File: src/rtl/sdram_write.sv
// Write-burst engine: requests the bus, then issues ACTIVE, WRITE with BURST_LEN
// data beats, and an all-bank PRECHARGE before handing the bus back to the arbiter.
module sdram_write #(
  parameter int BURST_LEN = 4,
  parameter int TRCD_CYC  = 2,
  parameter int TWR_CYC   = 2,
  parameter int TRP_CYC   = 2
) (
  input  logic        clk,
  input  logic        rst_n,
  input  logic        sdram_init_done_flag,
  input  logic        wr_trig,
  input  logic [23:0] wr_addr,
  input  logic [15:0] wr_data,
  output logic        wr_data_ack,
  output logic        sdram_wr_req,
  input  logic        sdram_wr_en,
  output logic        sdram_wr_done,
  output logic        wr_busy,
  output logic [3:0]  sdram_cmds,
  output logic [12:0] sdram_addrs,
  output logic [1:0]  sdram_bs,
  output logic [15:0] sdram_dq,
  output logic        sdram_dq_oe
);

  localparam logic [3:0] CMD_NOP   = 4'b0111;
  localparam logic [3:0] CMD_ACT   = 4'b0011;
  localparam logic [3:0] CMD_WRITE = 4'b0100;
  localparam logic [3:0] CMD_PRE   = 4'b0010;

  localparam logic [3:0] S_IDLE  = 4'd0;
  localparam logic [3:0] S_REQ   = 4'd1;
  localparam logic [3:0] S_ACT   = 4'd2;
  localparam logic [3:0] S_TRCD  = 4'd3;
  localparam logic [3:0] S_WR    = 4'd4;
  localparam logic [3:0] S_BURST = 4'd5;
  localparam logic [3:0] S_TWR   = 4'd6;
  localparam logic [3:0] S_PRE   = 4'd7;
  localparam logic [3:0] S_TRP   = 4'd8;
  localparam logic [3:0] S_DONE  = 4'd9;

  localparam logic [8:0] BEAT_LAST = 9'(BURST_LEN - 1);
  localparam logic [7:0] TRCD_LOAD = 8'(TRCD_CYC - 1);
  localparam logic [7:0] TWR_LOAD  = 8'(TWR_CYC - 1);
  localparam logic [7:0] TRP_LOAD  = 8'(TRP_CYC - 1);

  logic [3:0]  r_state;
  logic [23:0] r_addr;
  logic [8:0]  r_beat;
  logic [7:0]  r_wait;
  logic [3:0]  r_cmds;
  logic [12:0] r_addrs;
  logic [1:0]  r_bs;
  logic [15:0] r_dq;
  logic        r_oe;
  logic        r_ack;
  logic        r_req;
  logic        r_done;
  logic        r_busy;

  logic [1:0]  w_bank;
  logic [12:0] w_row;
  logic [8:0]  w_col;

  assign w_bank = r_addr[23:22];
  assign w_row  = r_addr[21:9];
  assign w_col  = r_addr[8:0];

  // Every output is set one edge ahead, so each state decides the next cycle's bus.
  always_ff @(posedge clk or negedge rst_n) begin
    if (!rst_n) begin
      r_state <= S_IDLE;
      r_addr  <= '0;
      r_beat  <= '0;
      r_wait  <= '0;
      r_cmds  <= CMD_NOP;
      r_addrs <= '0;
      r_bs    <= '0;
      r_dq    <= '0;
      r_oe    <= 1'b0;
      r_ack   <= 1'b0;
      r_req   <= 1'b0;
      r_done  <= 1'b0;
      r_busy  <= 1'b0;
    end else begin
      r_cmds  <= CMD_NOP;
      r_addrs <= '0;
      r_bs    <= w_bank;
      r_dq    <= '0;
      r_oe    <= 1'b0;
      r_ack   <= 1'b0;
      r_done  <= 1'b0;
      case (r_state)
        S_IDLE: begin
          r_bs   <= '0;
          r_busy <= 1'b0;
          if (wr_trig && sdram_init_done_flag) begin
            r_addr  <= wr_addr;
            r_busy  <= 1'b1;
            r_req   <= 1'b1;
            r_state <= S_REQ;
          end
        end
        S_REQ: begin
          r_bs <= '0;
          if (sdram_wr_en) begin
            r_req   <= 1'b0;
            r_state <= S_ACT;
          end
        end
        S_ACT: begin
          r_cmds  <= CMD_ACT;
          r_addrs <= w_row;
          r_wait  <= TRCD_LOAD;
          // The first word must be requested one cycle before the WRITE command.
          if (TRCD_CYC == 1) begin
            r_ack   <= 1'b1;
            r_state <= S_WR;
          end else begin
            r_state <= S_TRCD;
          end
        end
        S_TRCD: begin
          r_wait <= r_wait - 8'd1;
          if (r_wait == 8'd1) begin
            r_ack   <= 1'b1;
            r_state <= S_WR;
          end
        end
        S_WR: begin
          r_cmds  <= CMD_WRITE;
          r_addrs <= {4'b0000, w_col};
          r_dq    <= wr_data;
          r_oe    <= 1'b1;
          r_beat  <= BEAT_LAST;
          r_wait  <= TWR_LOAD;
          if (BURST_LEN > 1) begin
            r_ack   <= 1'b1;
            r_state <= S_BURST;
          end else begin
            r_state <= (TWR_CYC == 1) ? S_PRE : S_TWR;
          end
        end
        S_BURST: begin
          r_dq   <= wr_data;
          r_oe   <= 1'b1;
          r_beat <= r_beat - 9'd1;
          r_ack  <= (r_beat >= 9'd2);
          if (r_beat == 9'd1) begin
            r_wait  <= TWR_LOAD;
            r_state <= (TWR_CYC == 1) ? S_PRE : S_TWR;
          end
        end
        S_TWR: begin
          r_wait <= r_wait - 8'd1;
          if (r_wait == 8'd1) r_state <= S_PRE;
        end
        S_PRE: begin
          r_cmds  <= CMD_PRE;
          r_addrs <= 13'h0400;
          r_wait  <= TRP_LOAD;
          r_state <= (TRP_CYC == 1) ? S_DONE : S_TRP;
        end
        S_TRP: begin
          r_wait <= r_wait - 8'd1;
          if (r_wait == 8'd1) r_state <= S_DONE;
        end
        S_DONE: begin
          r_done  <= 1'b1;
          r_state <= S_IDLE;
        end
        default: r_state <= S_IDLE;
      endcase
    end
  end

  assign wr_data_ack   = r_ack;
  assign sdram_wr_req  = r_req;
  assign sdram_wr_done = r_done;
  assign wr_busy       = r_busy;
  assign sdram_cmds    = r_cmds;
  assign sdram_addrs   = r_addrs;
  assign sdram_bs      = r_bs;
  assign sdram_dq      = r_dq;
  assign sdram_dq_oe   = r_oe;

endmodule
File: config.mk
export PLATFORM = sky130hd
export DESIGN_NAME = sdram_write
export DESIGN_NICKNAME = d
export VERILOG_FILES = /design/src/rtl/sdram_write.sv
export SDC_FILE = /design/constraint.sdc
export NUM_CORES = 1
export LEC_CHECK = 0
export CELL_PAD_IN_SITES_DETAIL_PLACEMENT = 1
export CELL_PAD_IN_SITES_GLOBAL_PLACEMENT = 2
export CORE_MARGIN = 8
export CORE_UTILIZATION = 29
export CTS_CLUSTER_DIAMETER = 100
export DETAILED_ROUTE_END_ITERATION = 8
export GPL_ROUTABILITY_DRIVEN = 0
export GPL_TIMING_DRIVEN = 0
export PLACE_DENSITY_LB_ADDON = 0.1
export SYNTH_ARGS = -nofsm -noshare
export SYNTH_HDL_FRONTEND = slang
export SYNTH_SLANG_ARGS = --single-unit
File: constraint.sdc
create_clock -name clk -period 1.6 [get_ports clk]
set_input_delay 0.32 -clock clk [delete_from_list [all_inputs] [get_ports clk]]
set_output_delay 0.32 -clock clk [all_outputs]
set_load 0.01 [all_outputs]
==> results.md <==
- Longest Clk Path Bufs: 2
- WS Path Type: reg2reg
- Number of CTS-inserted buffers: 9
- NumNets Final: 473
- CP max stage delay: 550 ps
- Core area: 12500 µm²
- Clk root buf: clkbuf_16
- DRT Pass-1 Iters: 4
- Seq. cell area: 2110 µm²
- DR vias: 2778
- Worst path bufs/invs: 1
- Post-synth EDFFs: 0
- Initial drt markers: 83
- Final Skew: 4.64 ps
- Worst Path Required: 1820 ps
- Most used DFF post-synth: dfrtp_1
- Final hold violations: 0
- Final worst path period share: 1.12
- Hold WS: 477 ps
- VDD IR max: 0.708 mV
- Initial Util: 0.294
- Clk_lat worst skew: 330 ps
- Max Cap Viol: 0
- Final std cells w/o fill: 600
- Reg clk slew, reported paths: 60 ps
- Antenna violations before repair: 0
- Fin util: 0.450
- Setup crit start kind: register
- Crit Path Max Fanout: 10
- First-pass GRT wire length: 16400 µm
- Via-per-instance ratio: 4.63
- Die H: 129 µm
- Mapped Area: 3680 µm²
- Inst Count DP: 555
- Ant diodes: 0
- Pwr dens: 1720 nW/µm²
- Wire per inst: 17.2 µm
- Aggregate global-route resource usage: 0.130
- TritonCTS clock tree: built
- Status: complete, but fails checks
- Setup WS post-layout: -188 ps
- Post-synthesis cell count: 299
- Total Wirelength: 10300 µm
- Vias in the first global route: 2980
- Post-Syn Nets: 349
- Die Wd: 129 µm
- Hpwl dp: 6950 µm
- PortBufs: 83
- RSZ-0062 raised after global routing: true
- Peak Freq: 559 MHz
- Num rows: 41
- Grt ovf: 0
- Layout cells sized above 1: 0.322
- Fillers: 1325
- WP data arrival: 2010 ps
- Layout area overhead: 53.3%
- CTS sink count: 84
- Leakage power figure: 2.51 nW
- Pin count of the biggest net entering global routing: 53
- Yosys Warn Count: 0
- FFs w/ async S/R, synth: 1.00
- H-tree levels: 3
- Crit-path cells: or4_4, nor2_8, buf_12, mux2_4
- Sequential cell area fraction in the yosys report: 0.573
- Failing checks: setup timing
- Die Area: 16500 µm²
- Count of final max-slew check failures: 0
- Number of nets still failing antenna checks after routing: 0
- Final setup fails: 40
- Final TNS setup: -4990 ps
- DRC: 0
- Slowest CP cell: or4_4
- #FFs+latches synth: 84
- Crit. End Element: register
- Library cells used by synthesis: 59
- Multi-input logic area: 1700 µm²
- Pwr Total: 9.68 mW
- Mapped Avg Cell Area: 12.3 µm²
- Top Ports: 85
- Tightest Hold Check Type: in2async
- Top delay family on crit path: simple AND/OR/NAND/NOR gates
- Final Critical Period: 1790 ps
-- layout by cell type, fill, tap and decap left out, types with 3 or more instances in the layout --
cell type	synthesis	final
nor2_1	15	10
clkbuf_16	0	9
nor2b_1	6	5
ha_4	0	3
dlygate4sd2_1	0	4
clkdlybuf4s50_1	0	77
o211ai_1	3	3
nor3_4	0	3
and2_1	4	4
buf_4	2	25
inv_1	8	4
or3b_4	0	4
mux2_2	7	3
buf_12	2	5
nand2_1	20	19
o31ai_1	3	3
dfrtp_2	0	7
mux2_4	18	22
buf_6	0	8
o21ai_0	14	7
nor2_2	0	4
dfstp_2	3	3
a22o_1	9	9
dfrtp_1	81	74
o21ai_1	1	7
inv_2	1	4
nor3_1	7	4
nand3_1	9	8
and3_1	16	16
a21oi_1	6	4
-- registers in the layout (all words and copies together), names as in the netlist --
name	count
r_beat	9
wr_busy	1
sdram_cmds	3
sdram_bs	2
sdram_wr_req	1
r_addr	24
r_state	4
sdram_wr_done	1
wr_data_ack	1
sdram_addrs	13
sdram_dq_oe	1
r_wait	8
sdram_dq	16
-- synth_stat cells (all sizes together) (2+ instances only) --
cell type   n  share of area
nor2       16          0.021
clkbuf      4         0.0041
or3         3         0.0051
mux2i       2         0.0054
or3b        4         0.0095
o31ai       3         0.0061
nand2b      2         0.0034
and3       16          0.027
a21oi       7          0.011
nand2      20          0.020
or4         2         0.0051
nor4b       2         0.0048
a211oi      2         0.0068
ha          5          0.017
a21o        2         0.0041
dfstp       3          0.021
nor4        4          0.011
or2         2         0.0034
dfrtp      81           0.55
nor2b       6          0.010
o211ai      3         0.0061
inv         9         0.0092
xnor2       2         0.0048
and2        4         0.0068
a31oi       2         0.0034
buf         9          0.022
nor3        8          0.012
mux2       25          0.095
o22ai       3         0.0051
nand3       9          0.012
a22o        9          0.021
o21ai      15          0.020
-- where the power goes --
group	switching, mW	internal (mW)
Clock	0.844	1.26
Sequential	0.530	2.88
Combinational	1.90	2.27
-- area by class of cell --
class	count	share of cell area
Clock buffer	11	0.0431
Timing Repair Buffer	114	0.200
Sequential cell	84	0.375
Buffer	12	0.0242
Tap cell	172	0.0382
Clock inverter	5	0.0107
Multi-Input combinational cell	193	0.301
Inverter	9	0.00733
-- worst paths after layout --
check,start,endpoint,slack [ps],depth (start not counted)
worst max register to register,r_state[3],r_addr[23],-190,4
worst min-delay path,rst_n,r_addr[5],480,2
worst max-delay path,r_state[3],r_addr[23],-190,4
min in group clk,wr_busy,wr_busy,480,1
max in group asynchronous,rst_n,sdram_cmds[2],440,3
worst min register to register,wr_busy,wr_busy,480,1
-- layer usage --
layer  part of all wire  track usage
met5                  0            0
met2               0.50        0.208
met3              0.047       0.0463
met4             0.0095       0.0352
met1               0.44        0.163
-- logic make-up (layout without fill, tap and decap cells) --
| logic type | count (synthesis) | count (layout) | synth area share |
|---|---|---|---|
| xor+xnor | 2 | 2 | 0.00477 |
| buf+inv | 22 | 151 | 0.0351 |
| other cells | 1 | 1 | 0.00102 |
| mux | 27 | 27 | 0.100 |
| fa+ha+maj | 5 | 5 | 0.0170 |
| flops | 84 | 84 | 0.573 |
| simple gates | 103 | 103 | 0.163 |
| compound gates | 55 | 55 | 0.106 |
-- through the flow --
| stage | area, µm² | setup slack [ps] |
|---|---|---|
| floorplan | 3690 | -118 |
| global placement | 4740 | -3050 |
| detailed placement | 4770 | -349 |
| CTS | 5420 | -210 |
| global route | 5640 | -244 |
| finish | 5640 | -188 |
-- repair_timing --
action,4_1_cts,5_1_grt
cloned,1,0
setup endpoints to repair,73,58
endpoints found under the hold margin,32,0
buffers inserted,17,12
hold buffers,1,0
pin swaps,8,14
gates resized for setup,58,41
No activity file was read; power rests on OpenSTA's default activity.
==> variant: new RTL, same settings <==
Reset style: synchronous (`rst_n`), changed in one clocked block.
--- a/src/rtl/sdram_write.sv
+++ b/src/rtl/sdram_write.sv
@@ -70,3 +70,3 @@
   // Every output is set one edge ahead, so each state decides the next cycle's bus.
-  always_ff @(posedge clk or negedge rst_n) begin
+  always_ff @(posedge clk) begin
     if (!rst_n) begin
Formal check against the unedited RTL: differs if rst_n is asserted again (counterexample within 4 cycles, from zero or initial values and one cycle with rst_n low); with rst_n held inactive, the same outputs for 10 cycles.
==> variant against the original RTL <==
  * The flow still finishes with violations (setup timing)
  * Maximum frequency shrank 6.6%
  * Setup slack worse by 0.13 ns
  * Synthesized area shrank 11%
  * Die area fell by 9.9%
  * Routed wire length rose by 2.1%
  * Sequential cell count stayed put
  * Final area decreased by 13%
  * Critical path type unchanged
  * Largest cell class unchanged
Power is not compared: it rests on default switching activity, and its combinational part moved more than twofold at a synthesized area within 25%.
==> variant: results (changes against the original RTL) <==
| Metric | Value |
|---|---|
| Status | `complete, but fails checks (unchanged)` |
| Failing checks | `setup timing (unchanged)` |
| Mapped Nets | `418 (was 349)` |
| Root Buffer | `clkbuf_8 (was clkbuf_16)` |
| GR Util met1 | `17.32% (was 16.32%)` |
| Worst skew pair latency | `0.37 ns (was 0.33 ns)` |
| First-iteration detailed-routing DRC count | `96 (was 83)` |
| Gate Count Post-Synth | `368 (was 299)` |
| R2r worst-path depth | `6 (was 4)` |
| Data arrival, critical path | `2.21 ns (was 2.01 ns)` |
| Area contributors post-synth | `dfxtp_1 52%, nand2_1 7.1%, a21oi_1 6.4% (was dfrtp_1 55%, mux2_4 7.4%, and3_1 2.7%)` |
| Final setup fails | `13 (was 40)` |
| Fin area | `0.004886 mm^2 (was 0.005637 mm^2)` |
| Largest net degree at the start of global routing | `15 (was 53)` |
| Setup WS post-layout | `-0.3152 ns (was -0.1883 ns)` |
| Worst reg2reg path endpoint | `r_state[2] (was r_addr[23])` |
| Crit-path slowest cell | `or3b_4 (was or4_4)` |
| Register area share after synthesis | `51.53% (was 57.28%)` |
| First-pass GRT wire length | `16,320 um (was 16,440 um)` |
| Ys async rst share | `0% (was 100.0%)` |
| Crit-path max FO | `4 (was 10)` |
| Total negative slack | `-1.161 ns (was -4.985 ns)` |
| Worst stage delay on the critical path | `0.38 ns (was 0.55 ns)` |
| Drt via density | `4.751 (was 4.630)` |
| Clk_skew | `0.01192 ns (was 0.004643 ns)` |
| Vias in the first global route | `2,999 (was 2,980)` |
| DR WL/cell | `16.90 um (was 17.16 um)` |
| Placed insts | `591 (was 555)` |
| Vias | `2,955 (was 2,778)` |
| Fraction of the mapped netlist area in adder cells | `1.917% (was 1.702%)` |
| Post-synthesis xor/xnor area fraction | `0.2684% (was 0.4765%)` |
variant: changes by cell type in the layout (fill, tap and decap cells not counted), moves of 9 or more:
| cell | change |
|---|---|
| dfrtp_1 | -74 |
| nor2_1 | +18 |
| nand2_1 | +43 |
| and2_1 | +13 |
| clkbuf_16 | -9 |
| buf_4 | -10 |
| a22oi_1 | +11 |
| a22o_1 | -9 |
| dfxtp_1 | +73 |
| a21oi_1 | +31 |
| mux2_4 | -22 |
| and3_1 | -10 |
variant: cell type report:
type	instances	area share, %
flip-flops and latches	84	34.90
repair buffers	98	19.80
plain buffers	21	3.278
multi-input cells	256	32.98
well taps	140	3.585
inverters	7	0.5378
clock inverters	6	2.305
clock buffers	10	2.612
variant: worst min-delay path: stages, from the launching register on:
cell     delay (ns)
dfxtp_1        0.31
nand2_1        0.05
a21oi_1        0.05
variant: repair_timing:
item,4_1_cts,5_1_grt
hold buffers,0,0
buffers inserted,10,5
hold endpoints to repair,0,0
pin swaps,13,7
endpoints found under the setup margin,78,67
gates resized for setup,47,34
